**src/rtl/tx_payload_loader.sv**
```systemverilog
`default_nettype none
// =============================================================================
// Module   : tx_payload_loader
// Brief    : Writes a valid/ready/last payload stream into the TX async FIFO,
//            pads short frames (TX_LOADER_PAD_EN), truncates oversize frames
//            and limits queued frames via pct_qued/pct_txed accounting.
// Revision : 1.0 - initial release
// =============================================================================
module tx_payload_loader #(
    parameter int WIDTH    = 8,
    parameter int MIN_LEN  = 46,
    parameter int MAX_LEN  = 1500,
    parameter int MAX_PKTS = 2,
    parameter int LEN_W    = 11
) (
    input  logic             clk,
    input  logic             arst_n,
    input  logic [WIDTH-1:0] s_data,
    input  logic             s_valid,
    input  logic             s_last,
    output logic             s_ready,
    input  logic             buf_full,
    input  logic             pct_txed,
    output logic [WIDTH-1:0] data_out,
    output logic             buf_w_en,
    output logic             pct_qued,
    output logic [LEN_W-1:0] pct_len,
    output logic             err_oversize
);

    localparam int                  c_pend_w   = $clog2(MAX_PKTS + 1);
    localparam logic [LEN_W-1:0]    c_min_len  = LEN_W'(MIN_LEN);
    localparam logic [LEN_W-1:0]    c_max_len  = LEN_W'(MAX_LEN);
    localparam logic [c_pend_w-1:0] c_max_pkts = c_pend_w'(MAX_PKTS);

    localparam logic [2:0] c_st_idle  = 3'd0;
    localparam logic [2:0] c_st_load  = 3'd1;
    localparam logic [2:0] c_st_pad   = 3'd2;
    localparam logic [2:0] c_st_drain = 3'd3;
    localparam logic [2:0] c_st_done  = 3'd4;

`ifdef TX_LOADER_PAD_EN
    localparam logic c_pad_en = 1'b1;
`else
    localparam logic c_pad_en = 1'b0;
`endif

    logic [2:0]          r_state;
    logic [2:0]          w_state_nxt;
    logic [LEN_W-1:0]    r_byte_cnt;
    logic [LEN_W-1:0]    w_byte_cnt_nxt;
    logic [LEN_W-1:0]    w_cnt_inc;
    logic                r_oversize;
    logic                w_oversize_nxt;
    logic [c_pend_w-1:0] r_pend_cnt;
    logic                r_run;
    logic                w_ready_raw;
    logic                w_accept;
    logic                w_short;
    logic                w_wr_en;
    logic [WIDTH-1:0]    w_wr_data;
    logic                w_done_fire;
    logic                w_pend_dec;

    assign w_cnt_inc  = r_byte_cnt + LEN_W'(1);
    assign w_short    = w_cnt_inc < c_min_len;
    assign w_accept   = s_valid & s_ready;
    assign w_pend_dec = pct_txed && (r_pend_cnt != '0);

    // r_run keeps s_ready low while reset is held and for the first cycle out
    always_comb begin
        w_ready_raw = 1'b0;
        case (r_state)
            c_st_idle:  w_ready_raw = !buf_full && (r_pend_cnt < c_max_pkts);
            c_st_load:  w_ready_raw = !buf_full;
            c_st_drain: w_ready_raw = 1'b1;
            default:    w_ready_raw = 1'b0;
        endcase
    end

    assign s_ready = w_ready_raw & r_run;

    always_comb begin
        w_state_nxt    = r_state;
        w_byte_cnt_nxt = r_byte_cnt;
        w_oversize_nxt = r_oversize;
        w_wr_en        = 1'b0;
        w_wr_data      = s_data;
        w_done_fire    = 1'b0;
        case (r_state)
            // IDLE has byte_cnt=0, so it shares the LOAD accept path
            c_st_idle, c_st_load: begin
                if (w_accept) begin
                    w_wr_en        = 1'b1;
                    w_byte_cnt_nxt = w_cnt_inc;
                    if (s_last) begin
                        w_state_nxt = (w_short && c_pad_en) ? c_st_pad : c_st_done;
                    end else if (w_cnt_inc == c_max_len) begin
                        w_state_nxt    = c_st_drain;
                        w_oversize_nxt = 1'b1;
                    end else begin
                        w_state_nxt = c_st_load;
                    end
                end
            end
`ifdef TX_LOADER_PAD_EN
            c_st_pad: begin
                if (!buf_full) begin
                    w_wr_en        = 1'b1;
                    w_wr_data      = '0;
                    w_byte_cnt_nxt = w_cnt_inc;
                    if (w_cnt_inc == c_min_len) begin
                        w_state_nxt = c_st_done;
                    end
                end
            end
`endif
            c_st_drain: begin
                if (w_accept && s_last) begin
                    w_state_nxt = c_st_done;
                end
            end
            // First DONE cycle launches pct_qued, second one clears and exits
            c_st_done: begin
                if (pct_qued) begin
                    w_state_nxt    = c_st_idle;
                    w_byte_cnt_nxt = '0;
                    w_oversize_nxt = 1'b0;
                end else begin
                    w_done_fire = 1'b1;
                end
            end
            default: w_state_nxt = c_st_idle;
        endcase
    end

    always_ff @(posedge clk or negedge arst_n) begin
        if (!arst_n) begin
            r_state      <= c_st_idle;
            r_byte_cnt   <= '0;
            r_oversize   <= 1'b0;
            r_pend_cnt   <= '0;
            r_run        <= 1'b0;
            data_out     <= '0;
            buf_w_en     <= 1'b0;
            pct_qued     <= 1'b0;
            pct_len      <= '0;
            err_oversize <= 1'b0;
        end else begin
            r_run        <= 1'b1;
            r_state      <= w_state_nxt;
            r_byte_cnt   <= w_byte_cnt_nxt;
            r_oversize   <= w_oversize_nxt;
            buf_w_en     <= w_wr_en;
            if (w_wr_en) begin
                data_out <= w_wr_data;
            end
            pct_qued     <= w_done_fire;
            pct_len      <= w_done_fire ? r_byte_cnt : '0;
            err_oversize <= w_done_fire & r_oversize;
            if (pct_qued && !w_pend_dec && (r_pend_cnt != c_max_pkts)) begin
                r_pend_cnt <= r_pend_cnt + c_pend_w'(1);
            end else if (!pct_qued && w_pend_dec) begin
                r_pend_cnt <= r_pend_cnt - c_pend_w'(1);
            end
        end
    end

endmodule
`default_nettype wire

```
**config.mk**
```make
export PLATFORM = sky130hd
export DESIGN_NAME = tx_payload_loader
export DESIGN_NICKNAME = d
export VERILOG_FILES = /design/src/rtl/tx_payload_loader.sv
export SDC_FILE = /design/constraint.sdc
export NUM_CORES = 1
export LEC_CHECK = 0
export ABC_AREA = 0
export BUFFER_PORTS_ARGS = -buffer_cell sky130_fd_sc_hd__clkbuf_2
export CAP_MARGIN = 20
export CORE_ASPECT_RATIO = 1.1
export CORE_MARGIN = 5
export CORE_UTILIZATION = 53
export CTS_CLUSTER_SIZE = 10
export DETAILED_ROUTE_END_ITERATION = 6
export PLACE_DENSITY = 0.78
export RECOVER_POWER = 100
export SYNTH_ARGS = -nofsm -noshare
export SYNTH_HDL_FRONTEND = slang
export SYNTH_SLANG_ARGS = --single-unit
export TNS_END_PERCENT = 5
```
**constraint.sdc**
```tcl
create_clock -name clk -period 1.47 [get_ports clk]
set_input_delay 0.2205 -clock clk [delete_from_list [all_inputs] [get_ports clk]]
set_output_delay 0.2205 -clock clk [all_outputs]
set_load 0.02 [all_outputs]
```
==> results of run 1 <==
## routing by layer
| layer | vias up | track usage, % | share of wire (%) |
|---|---|---|---|
| li1 | 710 | - | - |
| met1 | 745 | 21.46 | 40 |
| met2 | 67 | 30.34 | 50 |
| met3 | 12 | 5.627 | 7.3 |
| met4 | 0 | 7.277 | 2.8 |
| met5 | - | 0 | 0 |
## flip-flops by register name, summed over array words and instances, names as in the netlist
name / cells
pct_len: 11
r_byte_cnt: 11
data_out: 8
r_state: 3
r_pend_cnt: 2
buf_w_en: 1
err_oversize: 1
pct_qued: 1
r_oversize: 1
r_run: 1
## kinds of logic after synthesis
logic type | Yosys count | synth area share [%]
and+or+nand+nor | 81 | 26.23
muxes | 2 | 1.140
AOI/OAI and AO/OA | 33 | 11.69
other | 1 | 0.2136
buffers and inverters | 12 | 2.994
DFF | 40 | 57.02
adders and majority gates | 1 | 0.7126
## how the worst min path moves through the flow
stage | from | end | slack, ns | cells past startpoint
finish | s_data[6] | data_out[6] | 0.06 | 3
global placement | arst_n | pct_len[9] | 0.21 | 1
global route | s_data[6] | data_out[6] | 0.04 | 3
floorplan | arst_n | buf_w_en | -0.08 | 0
CTS | s_data[6] | data_out[6] | 0.05 | 3
detailed placement | arst_n | pct_len[9] | 0.23 | 1
## worst min-delay path: cells and delay by family
kind          cells  cell delay, ns
buf+inv           1            0.08
simple gates      2            0.09
## layout by cell type (no fill, tap or decap), drive strengths merged
cell and n:
inv 6, o21ai 9, clkbuf 44, and2b 2, nor2b 3, bufinv 2
o21a 1, nand4 5, a21oi 12, o22ai 2, conb 1, a32oi 1
nand4b 1, ha 1, a41oi 2, a22o 1, a21o 3, dlygate4sd3 1
nor3 1, nor2 3, and2 16, nand3 6, and4 3, mux2i 2
buf 20, and3 2, o21bai 1, nand2b 3, or3 5, and4bb 1
dfrtp 40, nor4b 2, a211oi 1, nand2 29
## per-stage QoR
step	area (um2)	util [%]	hold slack (ns)
detailed placement	2068	63.14	0.2262
finish	2318	70.78	0.05850
global route	2318	70.78	0.04427
CTS	2247	68.60	0.05266
global placement	2068	63.14	0.2070
floorplan	1755	-	-0.07509
## power groups by stage
stage | sequential (mW) | clock, mW | combinational (mW)
after CTS | 1.44 | 0.871 | 0.875
after floorplan | 1.56 | 0 | 0.329
final | 1.46 | 0.862 | 0.943
after global routing | 1.49 | 0.927 | 1.02
after global placement | 1.44 | 0 | 0.780
after detailed placement | 1.45 | 0 | 0.829
## timing repair
action,in CTS,in global routing
setup endpoints to repair,29,21
buffers inserted,5,4
resized for setup,10,23
cloned,0,1
hold buffers,1,0
hold endpoints to repair,18,0
pin swaps,9,6
## area by class of cell
cell class / count / area, um2 / area share (%)
Multi-Input combinational cell: 119 / 792.0 / 34.16
Sequential cell: 40 / 1003 / 43.28
Timing Repair Buffer: 60 / 357.8 / 15.43
Inverter: 6 / 22.52 / 0.9714
Tap cell: 36 / 45.04 / 1.943
Clock inverter: 2 / 60.06 / 2.590
Clock buffer: 5 / 37.54 / 1.619
==> impl_table.tex, run 1 <==
\begin{tabular}{lr}
\hline
Metric & Value \\
\hline
\multicolumn{2}{l}{\textbf{Run status}} \\
\quad Result of the run & finished, violations left \\
\quad Violations in the final reports & negative setup slack \\
\multicolumn{2}{l}{\textbf{Global route}} \\
\quad Maximum number of pins on one net before global-route repair & 23 \\
\quad First-pass GRT wire length & 6368 um \\
\quad Vias in the first global route & 1440 \\
\quad All-layer global routing usage & 18.16\% \\
\quad Grt ovf & 0 \\
\quad Antenna violations before repair & 0 \\
\multicolumn{2}{l}{\textbf{Pwr}} \\
\quad Combinational share of power & 28.9\% \\
\quad Flop pwr share & 44.7\% \\
\quad Net switching share of the total power & 31.75\% \\
\quad Pwr dens & 1409 mW/mm2 \\
\quad Int Power & 2.230 mW \\
\quad Design Power & 3.267 mW \\
\quad NetSw & 1.037 mW \\
\quad Clock network fraction of total power & 26.4\% \\
\quad Leak Pwr & 1.084 nW \\
\quad Peak ir drop on the vdd network & 0.8482 mV \\
\multicolumn{2}{l}{\textbf{CTS}} \\
\quad Clock tree root buffer cell & sky130\_fd\_sc\_hd\_\_clkbuf\_4 \\
\quad Clock-pin slew on the worst setup and hold paths & 0.11 ns \\
\quad Num CTS Buffers & 5 \\
\quad Clk buf depth & 2 \\
\quad Clock tree from TritonCTS & built \\
\quad Clock insertion delay at the later pin of the skew report & 0.35 ns \\
\quad CTS sink count & 40 \\
\quad Number of H-tree levels & 2 \\
\multicolumn{2}{l}{\textbf{Logic synthesis}} \\
\quad FFs w/ async S/R, synth & 100.0\% \\
\quad Net count of the mapped netlist & 185 \\
\quad Share of Yosys cell area claimed by the top area cell type & 57.02\% \\
\quad Number of instances in the synthesized netlist & 170 \\
\quad Share of the yosys chip area belonging to registers & 57.02\% \\
\quad Count of yosys warnings during synthesis & 0 \\
\quad Cell area after synthesis & 0.001755 mm2 \\
\quad Number of distinct library cell variants in the gate-level netlist after synthesis & 39 \\
\quad Leading area contributor after synthesis & sky130\_fd\_sc\_hd\_\_dfrtp\_1 \\
\quad Ranking of synthesized cells by area & sky130\_fd\_sc\_hd\_\_dfrtp\_1, sky130\_fd\_sc\_hd\_\_nand2\_1, sky130\_fd\_sc\_hd\_\_and2\_1, sky130\_fd\_sc\_hd\_\_a21oi\_1, sky130\_fd\_sc\_hd\_\_o21ai\_0 \\
\quad Avg Inst Size Synth & 10.33 um2 \\
\quad Cell with the most instances after synthesis & sky130\_fd\_sc\_hd\_\_dfrtp\_1 \\
\quad Primary FF master, synth & sky130\_fd\_sc\_hd\_\_dfrtp\_1 \\
\quad Flop and latch count out of synthesis & 40 \\
\quad EDFF count, synth & 0 \\
\quad Top cells by instance count after synthesis & sky130\_fd\_sc\_hd\_\_dfrtp\_1, sky130\_fd\_sc\_hd\_\_nand2\_1, sky130\_fd\_sc\_hd\_\_and2\_1, sky130\_fd\_sc\_hd\_\_a21oi\_1, sky130\_fd\_sc\_hd\_\_o21ai\_0 \\
\multicolumn{2}{l}{\textbf{Placement}} \\
\quad GPL Wtd Cong & 0.9115 \\
\quad Post-place setup slack & -0.05805 ns \\
\quad HPWL after detailed placement & 2754 um \\
\quad Total placed cells including tap cells & 250 \\
\quad Count of input and output buffers & 36 \\
\multicolumn{2}{l}{\textbf{Die}} \\
\quad Area enclosed by the die boundary & 0.004564 mm2 \\
\quad Die outline height & 70.36 um \\
\quad Cell Rows & 22 \\
\quad Starting density of the core & 53.59\% \\
\quad Total core area & 0.003276 mm2 \\
\quad DIE WIDTH & 64.87 um \\
\quad Number of ports placed on the die boundary & 37 \\
\multicolumn{2}{l}{\textbf{Timing}} \\
\quad Period utilization & 110.2\% \\
\quad Number of failing setup endpoints in the final timing report & 19 \\
\quad Endpoints failing hold & 0 \\
\quad Setup skew after layout & 0.008359 ns \\
\quad Final worst-path setup slack & -0.1505 ns \\
\quad Minimum period implied by the final worst setup slack & 1.620 ns \\
\quad Max-Slew Margin vs Limit & 64.40\% \\
\quad Number of pins with negative max-slew slack in the final report & 0 \\
\quad Accumulated negative setup slack & -1.219 ns \\
\quad Achievable frequency & 0.6171 GHz \\
\quad RSZ-0062 raised after global routing & true \\
\quad Pin slew with the least headroom to its limit & 0.5341 ns \\
\multicolumn{2}{l}{\textbf{Setup path}} \\
\quad Critical Path End & r\_byte\_cnt[3] \\
\quad Cell breakdown of the critical path & and2b\_2 -> nand4\_4 -> or3\_1 -> a21oi\_1 \\
\quad Capturing point of the worst reg2reg path & r\_byte\_cnt[3] \\
\quad Start of the worst register-to-register path & r\_state[1] \\
\quad Element type at the critical path start & flip-flop \\
\quad Depth of the worst register-to-register path & 4 \\
\quad Buffers \& Inverters on Critical Path & 0 \\
\quad Data required time of the critical path & 1.74 ns \\
\quad Max stage delay cell, worst path & sky130\_fd\_sc\_hd\_\_dfrtp\_2 \\
\quad Cell type group with the largest total delay on the critical path & simple AND/OR/NAND/NOR gates \\
\quad Worst Setup SP & r\_state[1] \\
\quad Critical path endpoint category & flip-flop \\
\quad Cell depth of the worst setup path & 4 \\
\quad Peak fanout along the critical path & 5 \\
\quad Worst Setup Path Type & flip-flop to flip-flop \\
\quad Arrival time of data at the critical path endpoint & 1.89 ns \\
\quad Setup slack of the most critical reg-to-reg path & -0.15 ns \\
\quad Maximum single-stage delay on the critical path & 0.46 ns \\
\multicolumn{2}{l}{\textbf{Route}} \\
\quad Average routed wire per standard cell & 16.40 um \\
\quad Vias post-DR & 1534 \\
\quad Number of violations reported at the end of detailed-routing iteration 0 & 73 \\
\quad ANT nets after route & 0 \\
\quad Detailed-routing iteration count for the pre-antenna-repair pass & 4 \\
\quad Detailed-route DRC error count & 0 \\
\quad Routed WL & 4394 um \\
\quad Via/cell ratio & 5.724 \\
\multicolumn{2}{l}{\textbf{Worst hold path}} \\
\quad Worst min path class & input pin to flip-flop \\
\multicolumn{2}{l}{\textbf{Cells and area}} \\
\quad Proportion of layout cells with a drive suffix above 1 & 28.02\% \\
\quad Final Net Count & 247 \\
\quad Count of non-filler cells in the finished layout & 268 \\
\quad Fillcell total & 242 \\
\quad Layout overhead on the synthesized area & 32.07\% \\
\quad Count of inserted antenna diode cells & 0 \\
\multicolumn{2}{l}{\textbf{Flow run}} \\
\quad \# Max-Cap Violations & 0 \\
\hline
\end{tabular}
No activity file was read; power rests on OpenSTA's default activity.
==> inputs of run 2 (changes only) <==
Settings changed: CAP_MARGIN 20 to not set, SKIP_CTS_REPAIR_TIMING set to 1.
==> run 2 against run 1 <==
- the run still ends with negative setup slack left
- core utilization down 2.0 points
- routed wire length down 14%
- combinational power down 7.5%
- setup slack better by 0.048 ns
- critical endpoint unchanged
- largest cell class unchanged
==> impl_table.tex, run 2 (synthesis gave the netlist of run 1 again) <==
\begin{tabular}{lr}
\hline
Metric & Value \\
\hline
\multicolumn{2}{l}{\textbf{Global route}} \\
\quad All-layer global routing usage & 17.36\% \\
\quad Vias in the first global route & 1407 \\
\quad First-pass GRT wire length & 6099 um \\
\quad Maximum number of pins on one net before global-route repair & 23 \\
\quad Antenna violations before repair & 0 \\
\quad Grt ovf & 0 \\
\multicolumn{2}{l}{\textbf{Pwr}} \\
\quad Leak Pwr & 1.061 nW \\
\quad Peak ir drop on the vdd network & 0.7816 mV \\
\quad Pwr dens & 1412 mW/mm2 \\
\multicolumn{2}{l}{\textbf{Die}} \\
\quad Starting density of the core & 53.59\% \\
\quad Total core area & 0.003276 mm2 \\
\quad Area enclosed by the die boundary & 0.004564 mm2 \\
\quad Number of ports placed on the die boundary & 37 \\
\quad DIE WIDTH & 64.87 um \\
\quad Die outline height & 70.36 um \\
\quad Cell Rows & 22 \\
\multicolumn{2}{l}{\textbf{Cells and area}} \\
\quad Post-route design area & 0.002253 mm2 \\
\quad Most common cell after layout, fill and taps aside & sky130\_fd\_sc\_hd\_\_dfrtp\_1 \\
\quad Sequential cell area & 0.001003 mm2 \\
\quad Count of inserted antenna diode cells & 0 \\
\quad Final Net Count & 241 \\
\quad Commonest non-fill, non-tap cells in the layout & sky130\_fd\_sc\_hd\_\_dfrtp\_1, sky130\_fd\_sc\_hd\_\_nand2\_1, sky130\_fd\_sc\_hd\_\_clkbuf\_1 \\
\quad Proportion of layout cells with a drive suffix above 1 & 26.11\% \\
\quad Fillcell total & 254 \\
\quad Registers with the most flip-flops & pct\_len: 11 flops, r\_byte\_cnt: 11 flops, data\_out: 8 flops \\
\quad Layout overhead on the synthesized area & 28.37\% \\
\quad Total area of multi-input combinational cells & 765.7 um2 \\
\quad Final core utilization & 68.79\% \\
\multicolumn{2}{l}{\textbf{Route}} \\
\quad Number of violations reported at the end of detailed-routing iteration 0 & 78 \\
\quad Via/cell ratio & 5.550 \\
\quad Vias post-DR & 1454 \\
\quad ANT nets after route & 0 \\
\quad Detailed-routing iteration count for the pre-antenna-repair pass & 4 \\
\quad Routed WL & 3773 um \\
\quad Detailed-route DRC error count & 0 \\
\quad Average routed wire per standard cell & 14.40 um \\
\multicolumn{2}{l}{\textbf{Placement}} \\
\quad GPL Wtd Cong & 0.9115 \\
\quad DP Area & 0.002068 mm2 \\
\quad HPWL after detailed placement & 2754 um \\
\quad Post-place setup slack & -0.05805 ns \\
\quad Count of input and output buffers & 36 \\
\multicolumn{2}{l}{\textbf{Setup path}} \\
\quad Buffers \& Inverters on Critical Path & 0 \\
\quad Cell breakdown of the critical path & and2b\_2 -> nand4\_4 -> or3\_1 -> a21oi\_1 \\
\quad Data required time of the critical path & 1.74 ns \\
\quad Peak fanout along the critical path & 11 \\
\quad Critical path endpoint category & flip-flop \\
\quad Max stage delay cell, worst path & sky130\_fd\_sc\_hd\_\_dfrtp\_2 \\
\quad Depth of the worst register-to-register path & 4 \\
\quad Worst Setup Path Type & flip-flop to flip-flop \\
\quad Arrival time of data at the critical path endpoint & 1.84 ns \\
\quad Maximum single-stage delay on the critical path & 0.47 ns \\
\quad Cell depth of the worst setup path & 4 \\
\quad Cell type group with the largest total delay on the critical path & simple AND/OR/NAND/NOR gates \\
\quad Element type at the critical path start & flip-flop \\
\multicolumn{2}{l}{\textbf{CTS}} \\
\quad Clock-pin slew on the worst setup and hold paths & 0.11 ns \\
\quad CTS sink count & 40 \\
\quad Clock insertion delay at the later pin of the skew report & 0.34 ns \\
\quad Clk buf depth & 2 \\
\quad Clock tree root buffer cell & sky130\_fd\_sc\_hd\_\_clkbuf\_4 \\
\quad Number of H-tree levels & 2 \\
\quad Num CTS Buffers & 5 \\
\quad Clock tree from TritonCTS & built \\
\multicolumn{2}{l}{\textbf{Timing}} \\
\quad Achievable frequency & 0.6360 GHz \\
\quad Period utilization & 107.0\% \\
\quad Accumulated negative setup slack & -0.4045 ns \\
\quad Setup skew after layout & 0.005418 ns \\
\quad Minimum period implied by the final worst setup slack & 1.572 ns \\
\quad Hold slack final & 0.06516 ns \\
\quad Pin slew with the least headroom to its limit & 0.5257 ns \\
\quad Number of pins with negative max-slew slack in the final report & 0 \\
\quad Endpoints failing hold & 0 \\
\quad Final worst-path setup slack & -0.1024 ns \\
\quad Number of failing setup endpoints in the final timing report & 7 \\
\quad RSZ-0062 raised after global routing & true \\
\quad Max-Slew Margin vs Limit & 64.96\% \\
\multicolumn{2}{l}{\textbf{Worst hold path}} \\
\quad Worst min path class & input pin to flip-flop \\
\quad Worst hold path depth & 3 \\
\multicolumn{2}{l}{\textbf{Flow run}} \\
\quad \# Max-Cap Violations & 0 \\
\multicolumn{2}{l}{\textbf{Run status}} \\
\quad Result of the run & finished, violations left \\
\quad Violations in the final reports & negative setup slack \\
\hline
\end{tabular}
-- run 2: worst reg2reg max path, delay by kind of cell (launching register included) --
kind | cells | cell delay, ns
AND/OR/NAND/NOR | 3 | 0.89
AO/OA/AOI/OAI | 1 | 0.15
flip-flops | 1 | 0.47
-- run 2: power breakdown --
group | leakage (nW) | switching (mW) | internal (mW)
logic | 0.480 | 0.487 | 0.385
clock network | 0.0513 | 0.338 | 0.521
registers | 0.530 | 0.158 | 1.29
-- run 2: path summary, 6_finish.rpt --
| kind | slack, ns | endpoint | from |
|---|---|---|---|
| max in group asynchronous | 0.21 | r_byte_cnt[2] | arst_n |
| min reg2reg | 0.49 | data_out[3] | data_out[3] |
| min in group asynchronous | 0.35 | pct_len[9] | arst_n |
| min | 0.07 | data_out[6] | s_data[6] |
| max | -0.10 | r_byte_cnt[3] | r_state[1] |
| max reg2reg | -0.10 | r_byte_cnt[3] | r_state[1] |
-- run 2: per-stage QoR --
| step | power, mW | cells |
|---|---|---|
| floorplan | 1.891 | 170 |
| global placement | 2.220 | 250 |
| detailed placement | 2.282 | 250 |
| CTS | 3.137 | 257 |
| global route | 3.372 | 262 |
| finish | 3.182 | 262 |
-- run 2: cell type report --
| class | instances | area share (%) |
|---|---|---|
| well taps | 36 | 1.999 |
| multi-input cells | 118 | 33.98 |
| repair buffers | 55 | 13.94 |
| flip-flops and latches | 40 | 44.53 |
| clock buffers | 5 | 1.666 |
| clock inverters | 2 | 2.665 |
| inverters | 6 | 1.222 |
-- run 2: routing by layer --
metal	vias up	wire length [um]	track usage (%)
met5	-	0	0
met3	6	260	5.466
met4	0	55	7.512
met1	702	1560	19.60
met2	51	1897	29.66
li1	695	-	-
